[src/rtl/mtr_pkg.sv]
`default_nettype none
// +--------------------------------------------------------------------------+
// | Module   : mtr_pkg                                                       |
// | Brief    : Shared duty type, channel state encoding and duty clamping.   |
// | Revision : 1.0                                                           |
// +--------------------------------------------------------------------------+
package mtr_pkg;

  typedef logic signed [11:0] duty_t;

  localparam duty_t DUTY_MAX = 12'sd2047;
  localparam duty_t DUTY_MIN = -12'sd2047;

  typedef enum logic [1:0] {
    IDLE = 2'd0,
    RAMP = 2'd1,
    DEAD = 2'd2
  } chan_state_t;

  // Folds a 13-bit intermediate back into the symmetric duty range.
  function automatic duty_t clamp_duty(input logic signed [12:0] v);
    if (v > 13'sd2047) begin
      return DUTY_MAX;
    end else if (v < -13'sd2047) begin
      return DUTY_MIN;
    end
    return v[11:0];
  endfunction

  function automatic duty_t sat_duty(input duty_t v);
    return clamp_duty({v[11], v});
  endfunction

endpackage
`default_nettype wire

[src/rtl/mtr_ramp_ctrl_chan.sv]
`default_nettype none
// +--------------------------------------------------------------------------+
// | Module   : ramp_chan                                                     |
// | Brief    : One duty channel: slew toward target, dead time on reversal.  |
// | Revision : 1.0                                                           |
// +--------------------------------------------------------------------------+
module ramp_chan
  import mtr_pkg::*;
#(
  parameter int DEAD_CYC = 256
) (
  input  logic               clk,
  input  logic               rst,
  input  logic               i_tick,
  input  logic signed [11:0] i_tgt,
  input  logic [11:0]        i_step,
  input  logic               i_abort,
  output logic signed [11:0] o_cur,
  output logic [1:0]         o_state
);

  localparam int DW = (DEAD_CYC > 1) ? $clog2(DEAD_CYC + 1) : 1;

  chan_state_t        r_state;
  chan_state_t        w_state_nxt;
  chan_state_t        w_step_state;
  logic signed [11:0] r_cur;
  logic signed [11:0] w_cur_nxt;
  logic [DW-1:0]      r_dead;
  logic [DW-1:0]      w_dead_nxt;
  logic signed [12:0] w_c;
  logic signed [12:0] w_t;
  logic signed [12:0] w_s;
  logic signed [12:0] w_diff;
  logic signed [12:0] w_abs_c;
  logic signed [12:0] w_abs_d;
  logic signed [12:0] w_stepped;
  logic               w_oppose;
  logic               w_zero_hit;
  logic               w_reach;
  logic               w_do_step;

  assign w_c      = {r_cur[11], r_cur};
  assign w_t      = {i_tgt[11], i_tgt};
  assign w_s      = {1'b0, i_step};
  assign w_diff   = w_t - w_c;
  assign w_abs_c  = w_c[12] ? -w_c : w_c;
  assign w_abs_d  = w_diff[12] ? -w_diff : w_diff;

  // A reversal must first bring the channel to zero and sit out the dead time.
  assign w_oppose   = (r_cur != 12'sd0) && (i_tgt != 12'sd0) && (r_cur[11] != i_tgt[11]);
  assign w_zero_hit = w_oppose && (w_abs_c <= w_s);
  assign w_reach    = !w_oppose && (w_abs_d <= w_s);
  assign w_do_step  = i_tick && (((r_state == IDLE) && (i_tgt != r_cur)) || (r_state == RAMP));

  always_comb begin
    w_stepped = w_c;
    if (w_oppose) begin
      if (w_zero_hit) begin
        w_stepped = '0;
      end else if (w_c[12]) begin
        w_stepped = w_c + w_s;
      end else begin
        w_stepped = w_c - w_s;
      end
    end else if (w_reach) begin
      w_stepped = w_t;
    end else if (w_diff[12]) begin
      w_stepped = w_c - w_s;
    end else begin
      w_stepped = w_c + w_s;
    end
    w_step_state = w_zero_hit ? DEAD : (w_reach ? IDLE : RAMP);
  end

  always_ff @(posedge clk or posedge rst) begin
    if (rst) begin
      r_state <= IDLE;
      r_cur   <= '0;
      r_dead  <= '0;
    end else begin
      r_state <= w_state_nxt;
      r_cur   <= w_cur_nxt;
      r_dead  <= w_dead_nxt;
    end
  end

  always_comb begin
    w_state_nxt = r_state;
    case (r_state)
      IDLE: begin
        if (i_tgt != r_cur) begin
          w_state_nxt = i_tick ? w_step_state : RAMP;
        end
      end
      RAMP: begin
        if (i_tick) begin
          w_state_nxt = w_step_state;
        end else if (i_tgt == r_cur) begin
          w_state_nxt = IDLE;
        end
      end
      DEAD: begin
        if (i_abort || (i_tgt == 12'sd0)) begin
          w_state_nxt = IDLE;
        end else if (r_dead <= DW'(1)) begin
          w_state_nxt = RAMP;
        end
      end
      default: w_state_nxt = IDLE;
    endcase
  end

  always_comb begin
    w_cur_nxt  = r_cur;
    w_dead_nxt = r_dead;
    if (w_do_step) begin
      w_cur_nxt = clamp_duty(w_stepped);
      if (w_zero_hit) begin
        w_dead_nxt = DW'(DEAD_CYC);
      end
    end else if ((r_state == DEAD) && (r_dead != '0)) begin
      w_dead_nxt = r_dead - 1'b1;
    end
  end

  assign o_cur   = r_cur;
  assign o_state = r_state;

endmodule
`default_nettype wire

[src/rtl/mtr_ramp_ctrl.sv]
`default_nettype none
// +--------------------------------------------------------------------------+
// | Module   : mtr_ramp_ctrl                                                 |
// | Brief    : Motor duty sequencer: command handshake, ramp tick, e-stop.   |
// | Revision : 1.0                                                           |
// +--------------------------------------------------------------------------+
module mtr_ramp_ctrl
  import mtr_pkg::*;
#(
  parameter int TICK_CYC   = 1024,
  parameter int STEP       = 8,
  parameter int ESTOP_STEP = 32,
  parameter int DEAD_CYC   = 256
) (
  input  logic               clk,
  input  logic               rst,
  input  logic               i_cmd_vld,
  input  logic signed [11:0] i_cmd_lft,
  input  logic signed [11:0] i_cmd_rght,
  output logic               o_cmd_rdy,
  input  logic               i_estop,
  output logic signed [11:0] o_lft_duty,
  output logic signed [11:0] o_rght_duty,
  output logic               o_busy,
  output logic               o_stopped
);

  localparam int TW = (TICK_CYC > 1) ? $clog2(TICK_CYC) : 1;

  logic [TW-1:0] r_tick_cnt;
  logic          w_tick;
  logic          w_accept;
  logic          w_both_zero;
  logic          r_estop_lat;
  logic          r_busy;
  duty_t         r_tgt_lft;
  duty_t         r_tgt_rght;
  duty_t         w_tgt_lft;
  duty_t         w_tgt_rght;
  logic [11:0]   w_step;
  logic [1:0]    w_state_lft;
  logic [1:0]    w_state_rght;

  assign w_tick      = (r_tick_cnt == TW'(TICK_CYC - 1));
  assign o_cmd_rdy   = !i_estop && !r_estop_lat;
  assign w_accept    = i_cmd_vld && o_cmd_rdy;
  assign w_both_zero = (o_lft_duty == '0) && (o_rght_duty == '0);

  // While stopping, both channels chase zero at the faster rate.
  assign w_tgt_lft  = r_estop_lat ? '0 : r_tgt_lft;
  assign w_tgt_rght = r_estop_lat ? '0 : r_tgt_rght;
  assign w_step     = r_estop_lat ? 12'(ESTOP_STEP) : 12'(STEP);

  always_ff @(posedge clk or posedge rst) begin
    if (rst) begin
      r_tick_cnt <= '0;
    end else if (w_tick) begin
      r_tick_cnt <= '0;
    end else begin
      r_tick_cnt <= r_tick_cnt + 1'b1;
    end
  end

  // Clearing the stored targets on e-stop keeps an old command from resuming.
  always_ff @(posedge clk or posedge rst) begin
    if (rst) begin
      r_tgt_lft   <= '0;
      r_tgt_rght  <= '0;
      r_estop_lat <= 1'b0;
    end else begin
      if (i_estop) begin
        r_tgt_lft  <= '0;
        r_tgt_rght <= '0;
      end else if (w_accept) begin
        r_tgt_lft  <= sat_duty(i_cmd_lft);
        r_tgt_rght <= sat_duty(i_cmd_rght);
      end
      if (i_estop) begin
        r_estop_lat <= 1'b1;
      end else if (w_both_zero) begin
        r_estop_lat <= 1'b0;
      end
    end
  end

  always_ff @(posedge clk or posedge rst) begin
    if (rst) begin
      r_busy <= 1'b0;
    end else begin
      r_busy <= (w_state_lft != IDLE) || (w_state_rght != IDLE);
    end
  end

  ramp_chan #(
    .DEAD_CYC (DEAD_CYC)
  ) u_lft (
    .clk     (clk),
    .rst     (rst),
    .i_tick  (w_tick),
    .i_tgt   (w_tgt_lft),
    .i_step  (w_step),
    .i_abort (r_estop_lat),
    .o_cur   (o_lft_duty),
    .o_state (w_state_lft)
  );

  ramp_chan #(
    .DEAD_CYC (DEAD_CYC)
  ) u_rght (
    .clk     (clk),
    .rst     (rst),
    .i_tick  (w_tick),
    .i_tgt   (w_tgt_rght),
    .i_step  (w_step),
    .i_abort (r_estop_lat),
    .o_cur   (o_rght_duty),
    .o_state (w_state_rght)
  );

  assign o_busy    = r_busy;
  assign o_stopped = r_estop_lat && w_both_zero;

endmodule
`default_nettype wire

[config.mk]
export PLATFORM = sky130hd
export DESIGN_NAME = mtr_ramp_ctrl
export DESIGN_NICKNAME = d
export VERILOG_FILES = /design/src/rtl/mtr_pkg.sv /design/src/rtl/mtr_ramp_ctrl_chan.sv /design/src/rtl/mtr_ramp_ctrl.sv
export SDC_FILE = /design/constraint.sdc
export NUM_CORES = 1
export LEC_CHECK = 0
export ABC_AREA = 1
export CORE_ASPECT_RATIO = 0.75
export CORE_MARGIN = 2
export CORE_UTILIZATION = 56
export CTS_CLUSTER_DIAMETER = 100
export DETAILED_ROUTE_END_ITERATION = 8
export GPL_TIMING_DRIVEN = 0
export PLACE_DENSITY = 0.79
export SLEW_MARGIN = 20
export SYNTH_ARGS = -nofsm -noshare
export SYNTH_HDL_FRONTEND = slang
export SYNTH_SLANG_ARGS = --single-unit
[constraint.sdc]
create_clock -name clk -period 4.98 [get_ports clk]
set_clock_uncertainty 0.15 [all_clocks]
set_input_delay 0.996 -clock clk [delete_from_list [all_inputs] [get_ports clk]]
set_output_delay 0.996 -clock clk [all_outputs]
set_load 0.1 [all_outputs]
==> metrics.md, run 1 <==
| Metric | Value |
|---|---|
| Run status | `finished, final reports clean` |
| Worst-Skew Late Latency | `between 0.3 and 0.4 ns` |
| Post-DP Area | `0.00940 sq mm` |
| GPL Wtd Cong | `around 0.97` |
| DR vias | `~9200` |
| Design area | `between 0.009 and 0.01 sq mm` |
| Worst hold path class | `reg -> reg` |
| Core Area | `0.0151 sq mm` |
| WL final | `~25000 um` |
| Drt pass-1 iters | `6` |
| Critical path class | `reg -> reg` |
| #FFs+latches synth | `82` |
| Pin count of the biggest net entering global routing | `between 50 and 60` |
| Post-synth top flop | `dfrtp_1` |
| CP startpoint kind | `flip-flop` |
| Die width | `between 100 and 150 um` |
| Post-synth EDFFs | `0` |
| Register area share after synthesis | `24.0%` |
| Lkg Pwr | `between 5 and 6 nW` |
| Port buffer count | `54` |
| Post-Syn Instances | `1391` |
| Worst-path clk slew | `around 0.06 ns` |
| H-tree Lvls | `3` |
| Initial antenna violation count | `0` |
| Grt ovf | `0` |
| Post-synthesis net count | `between 1000 and 1500` |
| Yosys warnings | `0` |
| Critical path's top delay family | `simple AND/OR/NAND/NOR gates` |
| Total power | `between 2 and 2.5 mW` |
| Max Cap Viol | `0` |
| Worst Path Arrival | `around 4.7 ns` |
| Cell with the most instances after synthesis | `nand2_1` |
| Synth top area cells | `dfrtp_1, nand2_1, inv_1, ha_1, nand3_1` |
| Vias in the first global route | `approximately 8000` |
| Worst slew pin tran | `around 0.99 ns` |
| Max stage delay on crit path | `a little under 0.5 ns` |
| Period utilisation layout | `93.5%` |
| Syn Area/Cell | `between 6 and 7 sq um` |
| Post-CTS Hold Buffers | `0` |
| DP Wirelength | `~20000 um` |
| Non-Filler Instances | `1670` |
| # diodes | `0` |
| Worst VDD drop | `0.000201 V` |
| Max Root-Sink Buffers | `2` |
| Std cell rows | `39` |
| Starting Density | `56.8%` |
| Crit. End Element | `flip-flop` |
| P&R area growth vs syn | `15.7%` |
| Final setup viols | `0` |
| WP data required | `a little over 5 ns` |
| Iteration-0 DRC Markers | `roughly 1000` |
| CTS Buf Count | `9` |
| Post-synth top cells | `nand2_1, inv_1, nor2_1, nand3_1, dfrtp_1` |
| Post-synth top area cell | `dfrtp_1` |
| Top cell type's share of synthesized area | `a little under a quarter` |
| Pwr/cell area | `around 250 mW/mm^2` |
| Max Freq | `215 MHz` |
| Buffers plus inverters on the worst setup path | `5` |
| Slew Limit Fails | `0` |
| Boundary Pins | `55` |
| Tot GR Track Use | `between 20 and 30%` |
| Final net count | `between 1500 and 2000` |
| Synth Cell Area | `roughly 0.0086 sq mm` |
| Final TNS setup | `0 ns` |
| Clock sink count | `82` |
| Worst-path maximum fanout | `17` |
| Min cycle time layout | `between 4 and 5 ns` |
| Crit-path most repeated cell | `nand2_1` |
| DR DRC count | `0` |
| Clock Tree Root | `clkbuf_16` |
| Post-route ant nets | `0` |
| Share of cells above drive strength 1 | `roughly a tenth` |
| Via/cell ratio | `roughly 5.5` |
| CTS tree | `done` |
| Die area | `roughly 0.016 sq mm` |
| Unique cell type count in the Yosys netlist | `between 40 and 50` |
| Post-synth ARST share | `100%` |
| Crit-path slowest cell | `dfrtp_2` |
| Final Hold Vio Count | `0` |
| DIE HEIGHT | `roughly 110 um` |
| WL per Instance | `between 10 and 15 um` |
| Placed cells | `1651` |
| First-pass GRT wire length | `39700 um` |
| Slew margin rel. | `around 33%` |
==> worst min-delay path, cell delays in order, from the launching register on <==
cell and delay [ns]:
dfrtp_1 0.34, nand2_1 0.06, nand2_1 0.05
==> cell families (layout without fill, tap and decap cells) <==
group	after synthesis	in the layout	synth area share, %
compound gates	167	167	11.6
xor+xnor	43	43	4.40
fa+ha+maj	54	54	8.07
buf+inv	266	340	12.3
flops	82	82	24.0
mux	1	1	0.117
simple gates	778	778	39.6
==> sequential cells by signal, summed over array words and instances, names as in the netlist, 9 cells and up <==
register	flops
u_rght.o_cur	12
u_rght.r_dead	9
r_tick_cnt	10
u_lft.o_cur	12
u_lft.r_dead	9
r_tgt_rght	12
r_tgt_lft	12
==> path summary, 6_finish.rpt <==
path,depth (start not counted),slack (ns),start,end
hold / removal,2,0.32,u_lft.r_dead[8]$_DFFE_PP0P_,u_lft.r_dead[8]$_DFFE_PP0P_
max in group asynchronous,3,3.23,rst,u_lft.o_cur[11]$_DFFE_PP0P_
setup reg to reg,30,0.32,r_estop_lat$_DFFE_PP0P_,u_lft.o_cur[6]$_DFFE_PP0P_
hold reg to reg,2,0.32,u_lft.r_dead[8]$_DFFE_PP0P_,u_lft.r_dead[8]$_DFFE_PP0P_
min in group asynchronous,2,0.84,rst,u_lft.r_dead[5]$_DFFE_PP0P_
setup / recovery,30,0.32,r_estop_lat$_DFFE_PP0P_,u_lft.o_cur[6]$_DFFE_PP0P_
==> power breakdown <==
group | total (mW) | switching, mW | internal, mW
logic | 1.13 | 0.729 | 0.402
clock network | 0.623 | 0.272 | 0.352
registers | 0.711 | 0.0185 | 0.692
total | 2.47 | 1.02 | 1.45
==> per-layer routing <==
metal	up-vias	routed length (um)	track usage, %
li1	4611	-	-
met1	4149	11800	46.8
met2	365	9930	42.0
met3	35	2440	6.67
met4	0	392	6.41
met5	-	0	0
==> placed cells by master (no fill, tap or decap), drive strengths merged, types with 3 or more instances in the layout <==
cell,n
nand2,406
inv,232
nor2,164
nand3,128
dfrtp,82
a21oi,65
clkdlybuf4s50,54
ha,52
o21ai,44
xor2,37
nand4,36
o22ai,26
clkbuf,24
nor3,23
buf,23
o211ai,15
nor4,7
xnor2,6
nand3b,5
clkinvlp,5
or2,5
a31oi,4
o311ai,3
==> metrics by stage <==
stage / worst slack [ns] / utilization (%) / hold slack (ns)
3_5_place_dp: -0.931 / 62.3 / 0.309
4_1_cts: 0.0217 / 64.2 / 0.323
6_report: 0.322 / 65.7 / 0.322
2_1_floorplan: 0.0857 / - / 0.291
5_1_grt: -0.00392 / 65.7 / 0.356
3_3_place_gp: -0.893 / 62.1 / 0.304
==> area by class of cell <==
class,count,area [sq um]
Sequential cell,82,2060
Multi-Input combinational cell,1043,5610
Inverter,235,906
Fill cell,1342,5170
Tap cell,205,256
Clock buffer,12,246
Buffer,21,143
Timing Repair Buffer,68,663
Clock inverter,4,28.8
==> timing repair <==
action	in CTS	in global routing
pin swaps	0	3
gates resized for setup	6	53
endpoints found under the setup margin	26	22
buffers inserted	2	11
Power figures use the tool's default switching activity.
==> run 2, diff against run 1 <==
CORE_UTILIZATION = 60   (was 56)
PLACE_DENSITY = 0.81   (was 0.79)
clock period = 4.7 ns   (was 4.98 ns; I/O delays follow)
==> run 2 against run 1 <==
The flow now finishes with violations (negative setup slack); critical endpoint is now u_rght.o_cur[8]$_DFFE_PP0P_; wire length is 14% higher; largest power group unchanged; design area is 8.6% higher; highest routed layer unchanged; combinational power is 22% higher; sequential share of layout area is 1.6 points lower; critical path type unchanged; largest cell class unchanged.
==> metrics.md, run 2 (same netlist as run 1, synthesis figures left out) <==
| Metric | Value |
|---|---|
| Grt ovf | `0` |
| Worst-path maximum fanout | `10` |
| Final setup viols | `1` |
| Critical path class | `reg -> reg` |
| Most frequent cells in the layout | `nand2_1, inv_1, nor2_1` |
| Worst slew pin tran | `just under 1 ns` |
| DR vias | `roughly 10000` |
| DR DRC count | `0` |
| Drt pass-1 iters | `6` |
| Via/cell ratio | `between 5 and 6` |
| Int Power | `about 1.8 mW` |
| Iteration-0 DRC Markers | `1133` |
| Post-route ant nets | `0` |
| Crit-path slowest cell | `dfrtp_2` |
| Worst Path Arrival | `between 4 and 5 ns` |
| Worst-path clk slew | `about 0.06 ns` |
| Core Area | `around 0.014 sq mm` |
| Max Root-Sink Buffers | `2` |
| Final Hold Vio Count | `0` |
| Period utilisation layout | `100%` |
| DIE HEIGHT | `between 100 and 150 um` |
| Net Sw Frac | `around 39%` |
| CP startpoint kind | `flip-flop` |
| Slew Limit Fails | `0` |
| Tot GR Track Use | `about 34%` |
| Run status | `finished, violations left` |
| Pwr/cell area | `between 200 and 300 mW/mm^2` |
| Setup ws final | `-0.00250 ns` |
| Worst-Skew Late Latency | `0.34 ns` |
| Vias in the first global route | `between 8000 and 9000` |
| Placed cells | `about 1600` |
| Pin count of the biggest net entering global routing | `59` |
| Worst VDD drop | `about 0.00022 V` |
| Crit. End Element | `flip-flop` |
| # diodes | `0` |
| Max stage delay on crit path | `about 0.53 ns` |
| Die width | `142 um` |
| Lkg Pwr | `roughly 5.6 nW` |
| CTS tree | `done` |
| Share of cells above drive strength 1 | `~16%` |
| WL final | `27900 um` |
| Worst hold path class | `reg -> reg` |
| Total power | `between 3 and 4 mW` |
| WL per Instance | `about 17 um` |
| Die area | `approximately 0.015 sq mm` |
| Final net count | `around 1600` |
| Sequential Power Share | `approximately 25%` |
| Min cycle time layout | `about 4.7 ns` |
| Clk pwr share | `between 20% and 30%` |
| P&R area growth vs syn | `25.7%` |
| Combinational share of power | `a little under half` |
| DP Wirelength | `slightly above 20000 um` |
| First-pass GRT wire length | `between 40000 and 50000 um` |
| Max Cap Viol | `0` |
| Failing checks | `negative setup slack` |
| Starting Density | `roughly three fifths` |
| Clock sink count | `slightly above 80` |
| WP data required | `4.82 ns` |
| Std cell rows | `37` |
| GPL Wtd Cong | `0.995` |
| Non-Filler Instances | `roughly 1700` |
| Net Sw Power | `1.18 mW` |
| Slew margin rel. | `34.6%` |
| Clock Tree Root | `clkbuf_16` |
| Boundary Pins | `55` |
| Port buffer count | `54` |
| H-tree Lvls | `3` |
| Max Freq | `between 200 and 250 MHz` |
| Initial antenna violation count | `0` |
| RSZ-0062 raised after global routing | `true` |
| Most common cell after layout, fill and taps aside | `nand2_1` |
| CTS Buf Count | `9` |
## run 2: changes by cell type in the layout (fill, tap and decap cells not counted), moves of 13 or more
| cell | change |
|---|---|
| ha_4 | +21 |
| ha_1 | -19 |
| nor2_4 | +19 |
| nand2_1 | -16 |
| buf_4 | +13 |
## run 2: power groups by stage
stage                     clock network, mW  logic, mW  registers (mW)
after floorplan                           0      0.847           0.788
after global placement                    0       1.10           0.761
after detailed placement                  0       1.13           0.763
after CTS                             0.871       1.17           0.751
after global routing                  0.903       1.52           0.755
final                                 0.870       1.38           0.752
## run 2: layer usage
layer  vias to the layer above  GRT usage (%)  wire length, um
li1                       4665              -                -
met2                       556           49.3            11800
met4                         0           9.71              767
met1                      4483           51.0            12100
met5                         -              0                0
met3                        88           6.76             3270
## run 2: what timing repair did
item                                    in CTS  in global routing
cloned                                       1                  3
setup buffers                                8                 19
gates resized for setup                     50                131
hold buffers                                 0                  0
hold endpoints to repair                     0                  0
endpoints found under the setup margin      26                 29
pin swaps                                    2                 15
## run 2: stage by stage
stage / setup WS (ns) / hold slack [ns] / cell area (sq um) / utilization (%) / setup TNS (ns)
floorplan: 0.00181 / 0.291 / 8600 / - / 0
global placement: -1.30 / 0.304 / 9360 / 67.6 / -25.72
detailed placement: -1.31 / 0.308 / 9390 / 67.8 / -26.82
CTS: 0.000860 / 0.323 / 10000 / 72.3 / 0
global route: -0.222 / 0.386 / 10800 / 77.8 / -3.17
finish: -0.00250 / 0.327 / 10800 / 77.8 / -0.00250
## run 2: worst max-delay path: cells and delay by family, from the launching register on
kind | cells | cell delay, ns
AOI/OAI and AO/OA | 2 | 0.20
xor gates and xnor gates | 1 | 0.16
adders and majority gates | 2 | 0.65
buffers and inverters | 7 | 0.77
DFF | 1 | 0.53
and+or+nand+nor | 22 | 2.16
## run 2: final cells by class
| class | instances | area, sq um |
|---|---|---|
| multi-input cells | 1043 | 6150 |
| fillers | 1038 | 3080 |
| flip-flops and latches | 82 | 2070 |
| inverters | 235 | 916 |
| repair buffers | 85 | 842 |
| clock buffers | 10 | 229 |
| well taps | 175 | 219 |
| plain buffers | 23 | 199 |
| clock inverters | 6 | 138 |
| repair inverters | 1 | 7.51 |
## run 2: final timing paths
path | cells after the start | slack [ns] | endpoint | startpoint
max in group asynchronous | 3 | 3.01 | u_rght.o_cur[9]$_DFFE_PP0P_ | rst
setup reg to reg | 34 | -0.003 | u_rght.o_cur[8]$_DFFE_PP0P_ | r_estop_lat$_DFFE_PP0P_
setup / recovery | 34 | -0.003 | u_rght.o_cur[8]$_DFFE_PP0P_ | r_estop_lat$_DFFE_PP0P_
hold reg to reg | 2 | 0.33 | u_lft.r_dead[8]$_DFFE_PP0P_ | u_lft.r_dead[8]$_DFFE_PP0P_
hold / removal | 2 | 0.33 | u_lft.r_dead[8]$_DFFE_PP0P_ | u_lft.r_dead[8]$_DFFE_PP0P_
min in group asynchronous | 2 | 0.77 | u_lft.r_dead[2]$_DFFE_PP0P_ | rst
==> run 3, diff against run 2 <==
REMOVE_ABC_BUFFERS = 1   (was not set)
==> run 3 against run 2 <==
The run now ends clean; utilization decreased by 1.5 points; count of clock-buffer cells in the layout unchanged; setup slack improved by 0.13 ns; via count decreased by 2.9%; die area unchanged; critical path depth decreased by 4; combinational power about the same; cell count decreased by 0.30%; largest power group unchanged; non-clock buffer count decreased by 8.
==> metrics.md, run 3 (same netlist as run 1, synthesis figures left out) <==
| Metric | Value |
|---|---|
| Max Root-Sink Buffers | `2` |
| Slew margin rel. | `33.8%` |
| Final net count | `about 1600` |
| P&R area growth vs syn | `23.3%` |
| Most common cell after layout, fill and taps aside | `nand2_1` |
| Final setup viols | `0` |
| Clock Tree Root | `clkbuf_16` |
| Period utilisation layout | `just under 100%` |
| Critical path's top delay family | `simple AND/OR/NAND/NOR gates` |
| Max stage delay on crit path | `0.55 ns` |
| Final Util | `between 70% and 80%` |
| DR DRC count | `0` |
| Cells on worst reg2reg path | `30` |
| Max Cap Viol | `0` |
| Crit-path slowest cell | `dfrtp_4` |
| Net Sw Power | `between 1 and 1.5 mW` |
| Crit-path most repeated cell | `nand2_4` |
| WP depth | `30` |
| Max Freq | `219 MHz` |
| Crit. End Element | `flip-flop` |
| # diodes | `0` |
| Die area | `0.0153 sq mm` |
| Hold path cells | `1` |
| CTS Buf Count | `9` |
| Net Sw Frac | `between 40% and 50%` |
| Worst Path Arrival | `approximately 4.6 ns` |
| H-tree Lvls | `3` |
| Initial antenna violation count | `0` |
| Clk pwr share | `between 20% and 30%` |
| DR vias | `between 9000 and 10000` |
| Buffers plus inverters on the worst setup path | `4` |
| Run status | `finished, final reports clean` |
| Worst-path clk slew | `0.06 ns` |
| Pwr/cell area | `~270 mW/mm^2` |
| WP data required | `4.75 ns` |
| Std cell rows | `37` |
| Final Hold Vio Count | `0` |
| Starting Density | `approximately 62%` |
| Core Area | `~0.014 sq mm` |
| Min cycle time layout | `around 4.6 ns` |
| Worst-Skew Late Latency | `around 0.34 ns` |
| Clock sink count | `82` |
| Placed cells | `roughly 1600` |
| Non-Filler Instances | `about 1700` |
| Vias in the first global route | `slightly above 8000` |
| Boundary Pins | `55` |
| RSZ-0062 raised after global routing | `true` |
| Post-route ant nets | `0` |
| CTS tree | `done` |
| Critical path class | `reg -> reg` |
| Port buffer count | `54` |
| Share of cells above drive strength 1 | `15.6%` |
| Int Power | `1.64 mW` |
| Die width | `around 140 um` |
| Iteration-0 DRC Markers | `1177` |
| Grt ovf | `0` |
| Worst-path maximum fanout | `7` |
| Pin count of the biggest net entering global routing | `56` |
| Sequential Power Share | `around a quarter` |
| Via/cell ratio | `about 5.7` |
| Hold WS | `0.353 ns` |
| Lkg Pwr | `5.48 nW` |
| Tot GR Track Use | `approximately 33%` |
| Worst VDD drop | `approximately 0.00025 V` |
| CP startpoint kind | `flip-flop` |
| Most frequent cells in the layout | `nand2_1, inv_1, nor2_1` |
| GPL Wtd Cong | `around 1.0` |
| Worst hold path class | `reg -> reg` |
| WL final | `roughly 27000 um` |
| Drt pass-1 iters | `6` |
| Slew Limit Fails | `0` |
| DP Wirelength | `between 15000 and 20000 um` |
| DIE HEIGHT | `between 100 and 150 um` |
| First-pass GRT wire length | `40200 um` |
| Combinational share of power | `between 40% and 50%` |
| WL per Instance | `about 16 um` |
| Worst slew pin tran | `0.990 ns` |
## run 3: cell types whose count changed in the layout (fill, tap and decap cells not counted), sizes merged, moves of 2 or more
cell      before  now
buf           42   46
bufinv         4    1
clkinvlp       2    4
clkbuf        22   10
inv          231  233
nand2        406  408
## run 3: final cells by class
class	count	area, sq um
clock buffers	10	229
clock inverters	6	72.6
fillers	1045	3280
inverters	235	916
multi-input cells	1046	6110
flip-flops and latches	82	2060
well taps	175	219
repair buffers	100	941
repair inverters	1	7.51
## run 3: final timing paths
kind,from,end,slack [ns]
max in group asynchronous,rst,r_estop_lat$_DFFE_PP0P_,3.02
worst min register to register,r_tick_cnt[2]$_DFF_PP0_,r_tick_cnt[2]$_DFF_PP0_,0.35
worst max register to register,r_estop_lat$_DFFE_PP0P_,u_rght.o_cur[10]$_DFFE_PP0P_,0.13
worst max-delay path,r_estop_lat$_DFFE_PP0P_,u_rght.o_cur[10]$_DFFE_PP0P_,0.13
min in group asynchronous,rst,u_rght.r_dead[6]$_DFFE_PP0P_,0.78
worst min-delay path,r_tick_cnt[2]$_DFF_PP0_,r_tick_cnt[2]$_DFF_PP0_,0.35
## run 3: through the flow
| step | setup WS [ns] | cell area, sq um | TNS, ns | power [mW] |
|---|---|---|---|---|
| final | 0.132 | 10600 | 0 | 2.83 |
| after global routing | -0.0755 | 10600 | -0.967 | 3.02 |
| after CTS | 0.0132 | 9740 | 0 | 2.65 |
| after detailed placement | -1.52 | 9190 | -35.23 | 1.84 |
| after global placement | -1.44 | 9160 | -36.33 | 1.82 |
| after floorplan | -0.947 | 8400 | -17.85 | 1.59 |
## run 3: what timing repair did
item,CTS,global route
pin swaps,2,39
gates resized for setup,39,132
endpoints found under the setup margin,29,24
hold buffers,0,0
gates cloned,1,3
setup buffers,15,30
## run 3: worst reg2reg max path, delay by kind of cell (launching register included)
kind	cells	cell delay [ns]
AND/OR/NAND/NOR	21	2.44
adder cells (fa/ha/maj)	2	0.52
buffers and inverters	4	0.50
flip-flops	1	0.55
AO/OA/AOI/OAI	2	0.10
XOR/XNOR	1	0.17
## run 3: power by group through the flow
stage	clock network (mW)	logic [mW]	registers, mW
after floorplan	0	0.803	0.791
after global placement	0	1.05	0.766
after detailed placement	0	1.08	0.768
after CTS	0.734	1.16	0.755
after global routing	0.764	1.50	0.757
final	0.721	1.36	0.755
## run 3: per-layer routing
metal  vias to the layer above  wire length [um]  track usage (%)
li1                       4646                 -                -
met3                        65              3120             7.87
met4                         0               546             6.43
met5                         -                 0                0
met2                       493             11200             49.3
met1                      4304             11600             49.2
